`src/rtl/colorspace_pkg.sv`:
```
// Shared colorspace definitions: mapping-mode encodings, channel sizing, pipeline depth.
package colorspace_pkg;

    typedef enum logic [1:0] {
        MODE_REPLICATE = 2'b00,
        MODE_JET       = 2'b01,
        MODE_THRESH    = 2'b10,
        MODE_INVERT    = 2'b11
    } mode_e;

    localparam int GRAY2RGB_LATENCY = 2;

    // Per-channel width of a packed {R,G,B} pixel.
    function automatic int chan_depth(input int pixel_depth);
        return pixel_depth / 3;
    endfunction

endpackage

```
`src/rtl/gray_to_rgb_if.sv`:
```
// Pixel stream bus for gray_to_rgb: input pixel + sampled controls, output pixel, handshakes.
interface gray_to_rgb_if
    import colorspace_pkg::*;
#(
    parameter int P_PIXEL_DEPTH = 24
);
    localparam int C = chan_depth(P_PIXEL_DEPTH);

    logic                     I_ENABLE;
    logic [P_PIXEL_DEPTH-1:0] I_PIXEL;
    logic [1:0]               I_MODE;
    logic [C-1:0]             I_THRESHOLD;
    logic                     I_READY;
    logic                     O_READY;
    logic [P_PIXEL_DEPTH-1:0] O_PIXEL;
    logic                     O_DONE;

    modport master (
        output I_ENABLE, I_PIXEL, I_MODE, I_THRESHOLD, I_READY,
        input  O_READY, O_PIXEL, O_DONE
    );

    modport slave (
        input  I_ENABLE, I_PIXEL, I_MODE, I_THRESHOLD, I_READY,
        output O_READY, O_PIXEL, O_DONE
    );
endinterface

```
`src/rtl/jet_colormap.sv`:
```
// Combinational "jet" pseudocolor: luma -> {R,G,B}, four linear segments blue->cyan->green->yellow->red.
module jet_colormap #(
    parameter int C = 8
) (
    input  logic [C-1:0]   g,
    output logic [3*C-1:0] rgb
);
    localparam logic [C-1:0] MAX  = '1;
    localparam logic [C-1:0] ZERO = '0;

    logic [1:0]   seg;
    logic [C-1:0] f;

    // Top two bits pick the segment; the rest is stretched to full scale by
    // replicating its top bits into the LSBs so f reaches exactly MAX.
    assign seg = g[C-1:C-2];
    assign f   = {g[C-3:0], g[C-3:C-4]};

    // Segment ramp selection.
    always_comb begin
        rgb = '0;
        case (seg)
            2'd0:    rgb = {ZERO, f, MAX};
            2'd1:    rgb = {ZERO, MAX, MAX - f};
            2'd2:    rgb = {f, MAX, ZERO};
            default: rgb = {MAX, MAX - f, ZERO};
        endcase
    end
endmodule

```
`src/rtl/gray_to_rgb.sv`:
```
// Grayscale -> RGB expander: 2-stage valid/ready pipeline with per-pixel mapping mode.
module gray_to_rgb
    import colorspace_pkg::*;
#(
    parameter int P_PIXEL_DEPTH = 24
) (
    input  logic          I_CLK,
    input  logic          I_RESET,
    gray_to_rgb_if.slave  bus
);
    localparam int C = chan_depth(P_PIXEL_DEPTH);
    localparam logic [C-1:0] MAX = '1;

    logic [GRAY2RGB_LATENCY:1] vld_pipe;
    logic                      adv1, adv2;

    logic [C-1:0]             g_q, thr_q;
    mode_e                    mode_q;
    logic [P_PIXEL_DEPTH-1:0] pix_q;
    logic [P_PIXEL_DEPTH-1:0] mapped;
    logic [P_PIXEL_DEPTH-1:0] jet_rgb;
    logic [C-1:0]             thr_lvl;

    // A stage may load when it is empty or the stage after it is moving.
    assign adv2        = !vld_pipe[2] || bus.I_READY;
    assign adv1        = !vld_pipe[1] || adv2;
    assign bus.O_READY = adv1;
    assign bus.O_DONE  = vld_pipe[2];
    assign bus.O_PIXEL = pix_q;

    // Stage 1: capture luma with its own mode/threshold so later control changes don't touch it.
    always_ff @(posedge I_CLK or negedge I_RESET) begin
        if (!I_RESET) begin
            vld_pipe[1] <= 1'b0;
            g_q         <= '0;
            thr_q       <= '0;
            mode_q      <= MODE_REPLICATE;
        end else if (adv1) begin
            vld_pipe[1] <= bus.I_ENABLE;
            g_q         <= bus.I_PIXEL[C-1:0];
            thr_q       <= bus.I_THRESHOLD;
            mode_q      <= mode_e'(bus.I_MODE);
        end
    end

    jet_colormap #(.C(C)) u_jet (
        .g   (g_q),
        .rgb (jet_rgb)
    );

    assign thr_lvl = (g_q >= thr_q) ? MAX : '0;

    // Mode mux feeding the output register.
    always_comb begin
        mapped = '0;
        case (mode_q)
            MODE_REPLICATE: mapped = {3{g_q}};
            MODE_JET:       mapped = jet_rgb;
            MODE_THRESH:    mapped = {3{thr_lvl}};
            MODE_INVERT:    mapped = {3{MAX - g_q}};
            default:        mapped = '0;
        endcase
    end

    // Stage 2: output register; holds while the consumer stalls.
    always_ff @(posedge I_CLK or negedge I_RESET) begin
        if (!I_RESET) begin
            vld_pipe[2] <= 1'b0;
            pix_q       <= '0;
        end else if (adv2) begin
            vld_pipe[2] <= vld_pipe[1];
            pix_q       <= mapped;
        end
    end
endmodule

```
`src/flat_wrapper.sv`:
```
// flat-port wrapper written by rule: the top's interface ports become plain ports
module gray_to_rgb_flat import colorspace_pkg::*;
#(
    parameter int P_PIXEL_DEPTH = 24
)
  (I_CLK, I_RESET, bus_I_ENABLE, bus_I_PIXEL, bus_I_MODE, bus_I_THRESHOLD, bus_I_READY, bus_O_READY, bus_O_PIXEL, bus_O_DONE);
  gray_to_rgb_if #(.P_PIXEL_DEPTH(P_PIXEL_DEPTH)) bus_i ();
  input  logic I_CLK;
  input  logic I_RESET;
  input wire logic [$bits(bus_i.I_ENABLE)-1:0] bus_I_ENABLE;
  input wire logic [$bits(bus_i.I_PIXEL)-1:0] bus_I_PIXEL;
  input wire logic [$bits(bus_i.I_MODE)-1:0] bus_I_MODE;
  input wire logic [$bits(bus_i.I_THRESHOLD)-1:0] bus_I_THRESHOLD;
  input wire logic [$bits(bus_i.I_READY)-1:0] bus_I_READY;
  output wire logic [$bits(bus_i.O_READY)-1:0] bus_O_READY;
  output wire logic [$bits(bus_i.O_PIXEL)-1:0] bus_O_PIXEL;
  output wire logic [$bits(bus_i.O_DONE)-1:0] bus_O_DONE;
  assign bus_i.I_ENABLE = bus_I_ENABLE;
  assign bus_i.I_PIXEL = bus_I_PIXEL;
  assign bus_i.I_MODE = bus_I_MODE;
  assign bus_i.I_THRESHOLD = bus_I_THRESHOLD;
  assign bus_i.I_READY = bus_I_READY;
  assign bus_O_READY = bus_i.O_READY;
  assign bus_O_PIXEL = bus_i.O_PIXEL;
  assign bus_O_DONE = bus_i.O_DONE;
  gray_to_rgb #(.P_PIXEL_DEPTH(P_PIXEL_DEPTH)) u_core (.I_CLK(I_CLK), .I_RESET(I_RESET), .bus(bus_i));
endmodule
```
`config.mk`:
```
export PLATFORM = sky130hd
export DESIGN_NAME = gray_to_rgb_flat
export DESIGN_NICKNAME = d
export VERILOG_FILES = /design/src/rtl/colorspace_pkg.sv /design/src/rtl/gray_to_rgb_if.sv /design/src/rtl/jet_colormap.sv /design/src/rtl/gray_to_rgb.sv /design/src/flat_wrapper.sv
export SDC_FILE = /design/constraint.sdc
export NUM_CORES = 1
export LEC_CHECK = 0
export ABC_CLOCK_PERIOD_IN_PS = 3000
export CAP_MARGIN = 10
export CELL_PAD_IN_SITES_DETAIL_PLACEMENT = 1
export CELL_PAD_IN_SITES_GLOBAL_PLACEMENT = 2
export CORE_ASPECT_RATIO = 1.25
export CORE_UTILIZATION = 32
export CTS_BUF_LIST = sky130_fd_sc_hd__clkbuf_4 sky130_fd_sc_hd__clkbuf_8 sky130_fd_sc_hd__clkbuf_16
export DETAILED_ROUTE_END_ITERATION = 8
export PLACE_DENSITY_LB_ADDON = 0.1
export RECOVER_POWER = 50
export SLEW_MARGIN = 0
export SYNTH_ARGS = -nofsm -noshare
export SYNTH_HDL_FRONTEND = slang
export SYNTH_SLANG_ARGS = --single-unit
```
`constraint.sdc`:
```
create_clock -name I_CLK -period 3 [get_ports I_CLK]
set_clock_uncertainty 0.1 [all_clocks]
set_input_delay 0.45 -clock I_CLK [delete_from_list [all_inputs] [get_ports I_CLK]]
set_output_delay 0.45 -clock I_CLK [all_outputs]
set_load 0.05 [all_outputs]
```
==> impl_metrics.csv <==
group,metric,value,unit
detailed_routing,drt_iter0_drc,99,
synthesis,ys_top_cells_by_area,"dfrtp_1 45%, a21oi_2 6.8%, nor2_1 6.3%, ha_1 6.1%, a221oi_1 5.0%",
critical_path,crit_buf_inv,2,
place,port-buffer-count,47,
place,place.gp.congestion,0.7467,
global_route,grt_pass1_vias,2049,
synthesis,synth_compound_area_share,24.51,%
synthesis,postSynth.asyncResetShare,100.0,%
critical_path,critical_path_arrival,2.49,ns
clock_tree,ctsHtreeMaxLevel,2,
place,dp_hpwl,4259,um
detailed_routing,ant_nets,0,
synthesis,synth_ff_type,"dfrtp_1",
detailed_routing,vias,1956,
synthesis,synthMuxAreaShare,3.473,%
sta,hold_viol_final,0,
synthesis,synth_top_area_cell,"dfrtp_1",
clock_tree,hold_buffers,0,
sta,fin_hold_ws,0.2119,ns
synthesis,synthAdderAreaFrac,6.129,%
sta,finalWorstSetupSlack,0.5951,ns
synthesis,yosysSeqAreaShare,44.94,%
die,core,7401,um^2
sta,rsz0062_at_grt,"false",
critical_path,critical-path-top-delay-family,"buffers and inverters",
detailed_routing,wl_per_cell,15.49,um
clock_tree,clockRootBuffer,"clkbuf_8",
clock_tree,clk_pin_slew,0.08,ns
min_path,hold_path.class,"primary input to async pin",
synthesis,synth_top_family_by_area,"compound AO/OA/AOI/OAI gates",
detailed_routing,firstDrtPassIters,4,
power,finalPower,2.148,mW
sta,drv_slew,0,
die,io_pins,64,
sta,max_freq,0.4158,GHz
sta,post-route-period-util,80.16,%
synthesis,ys_types,34,
sta,slew-limit-headroom,30.29,%
finish,antennaDiodeCount,0,
critical_path,worstPathRequired,3.09,ns
die,dieArea,8012,um^2
clock_tree,postCtsSetupBuffers,0,
sta,worst_pin_slew,1.046,ns
sta,setup_viol,0,
sta,finalSetupTns,0,ns
global_route,grt_antenna_before_repair,0,
clock_tree,cts_resized,0,
clock_tree,cts_buffers,5,
clock_tree,clk_latency,0.30,ns
synthesis,synth.most_common_cell,"dfrtp_1",
place,dp_cells,377,
global_route,grt_start_max_net_pins,45,
synthesis,yosysWarnings,0,
detailed_routing,wirelength,5962,um
synthesis,yosys.area_share.simple,14.56,%
die,die_w,80.26,um
synthesis,syn_area_per_cell,9.760,um^2
power,powerDensity,698.6,nW/um^2
critical_path,crit_fanout,30,
finish,final_cells,385,
synthesis,synth.cell_area,2450,um^2
die,fp-row-count,35,
synthesis,ys_ff_latch,44,
global_route,grt_pass1_wl,10270,um
synthesis,syn_inst,251,
die,start_util,33.10,%
global_route,grt_usage,16.65,%
clock_tree,cts_tree,"yes",
job,maxCapViolations,0,
die,die_h,99.83,um
finish,final_nets,342,
synthesis,syn_nets,301,
finish,area_growth_syn_to_layout,25.49,%
place,place_ws,0.7065,ns
detailed_routing,drc,0,
critical_path,end_kind,"flip-flop",
critical_path,criticalPathCategory,"primary input to flip-flop",
power,p_leak,1.310,nW
power,max-vdd-ir-drop,0.2533,mV
synthesis,synth_xor_area_share,0,%
synthesis,synth_common_cells,"44 x dfrtp_1, 41 x nor2_1, 22 x nand2_1",
synthesis,synth_top_area_share,44.94,%
clock_tree,clockBufferDepth,2,
critical_path,cp_slowest_cell,"clkbuf_1",
sta,min_period,2.405,ns
run_status,status,"completed",
critical_path,crit_chain,"dlygate4sd3_1, nand3b_1, clkbuf_1, mux2_2",
finish,drive_gt1_share,16.38,%
global_route,globalRouteOverflowTotal,0,
clock_tree,clkSinkCount,44,
critical_path,critPathMaxStageDelay,0.82,ns
critical_path,cp-start-kind,"primary input",
detailed_routing,vias_per_cell,5.081,
synthesis,synth_edf_count,0,
## cells in the final DEF, fill, tap and decap left out
master	instances
mux2i_1	4
buf_2	1
dfrtp_1	44
nand3b_1	1
mux2_2	4
or2_2	1
buf_12	1
a211oi_1	4
a21oi_2	19
bufinv_16	1
a21o_1	4
nor3b_1	1
clkbuf_8	5
dlygate4sd3_1	1
a21oi_1	7
nand3_1	1
nand2_1	22
clkdlybuf4s50_1	44
nor3b_2	1
nand3b_4	1
o21a_1	2
or2b_1	1
ha_1	12
nor2_1	41
a221oi_1	14
inv_1	14
a21oi_4	2
a41oi_1	1
nor3_2	1
buf_4	3
o221ai_2	1
clkbuf_1	1
clkinv_2	1
clkbuf_4	1
nand2b_1	4
nor2b_1	2
o22ai_1	4
nor2_2	1
o21ai_0	16
o22a_2	4
## per-layer routing
layer / track usage, % / vias to the layer above / wire length, um / part of all wire [%]
li1: - / 956 / - / -
met1: 20.76 / 965 / 2706 / 45
met5: 0 / - / 0 / 0
met3: 2.727 / 4 / 124 / 2.1
met4: 4.945 / 0 / 53 / 0.89
met2: 29.26 / 31 / 3077 / 52
## registers in the layout (all words and copies together), names as in the netlist
name / cells
u_core.bus.O_PIXEL: 24
u_core.g_q: 8
u_core.thr_q: 8
u_core.mode_q: 2
u_core.bus.O_DONE: 1
u_core.vld_pipe: 1
## worst register-to-register path: stages, from the launching register on
cell      delay, ns
dfrtp_1        0.47
ha_1           0.41
nor2_1         0.39
a221oi_1       0.14
a211oi_1       0.48
a21oi_4        0.09
## power by group
group	switching, mW	internal (mW)	leakage [nW]
Combinational	0.576	0.323	0.737
Clock	0.210	0.257	0.0586
Sequential	0.0819	0.700	0.514
Total	0.868	1.28	1.31
## per-stage QoR
| step | utilization (%) | area [um^2] |
|---|---|---|
| 6_report | 41.54 | 3074 |
| 5_1_grt | 41.54 | 3074 |
| 4_1_cts | 41.59 | 3078 |
| 3_5_place_dp | 40.08 | 2967 |
| 3_3_place_gp | 40.08 | 2967 |
| 2_1_floorplan | - | 2450 |
## layout make-up
class / instances / area (um^2)
clock buffer: 6 / 76.32
clock inverter: 2 / 35.03
fill: 839 / 4327
inverter: 14 / 52.55
multi-input combinational: 176 / 1192
sequential: 44 / 1101
tap: 92 / 115.1
timing repair buffer: 51 / 501.7
## cell families (layout without fill, tap and decap cells)
group,after synthesis,after routing
buffers and inverters,31,73
and+or+nand+nor,78,78
DFF,44,44
adders and majority gates,12,12
muxes,8,8
AOI/OAI and AO/OA,78,78
## final timing paths
kind,start,to,slack [ns],cells after the start
hold / removal,I_RESET,u_core.bus.O_PIXEL[5]$_DFFE_PN0P_,0.21,1
min in group I_CLK,u_core.vld_pipe[1]$_DFFE_PN0P_,u_core.bus.O_DONE$_DFFE_PN0P_,0.37,1
hold reg to reg,u_core.vld_pipe[1]$_DFFE_PN0P_,u_core.bus.O_DONE$_DFFE_PN0P_,0.37,1
setup / recovery,bus_I_READY,u_core.thr_q[0]$_DFFE_PN0P_,0.60,4
max in group asynchronous,I_RESET,u_core.bus.O_PIXEL[18]$_DFFE_PN0P_,1.98,1
setup reg to reg,u_core.g_q[6]$_DFFE_PN0P_,u_core.bus.O_PIXEL[13]$_DFFE_PN0P_,0.80,5
Power figures use the tool's default switching activity.
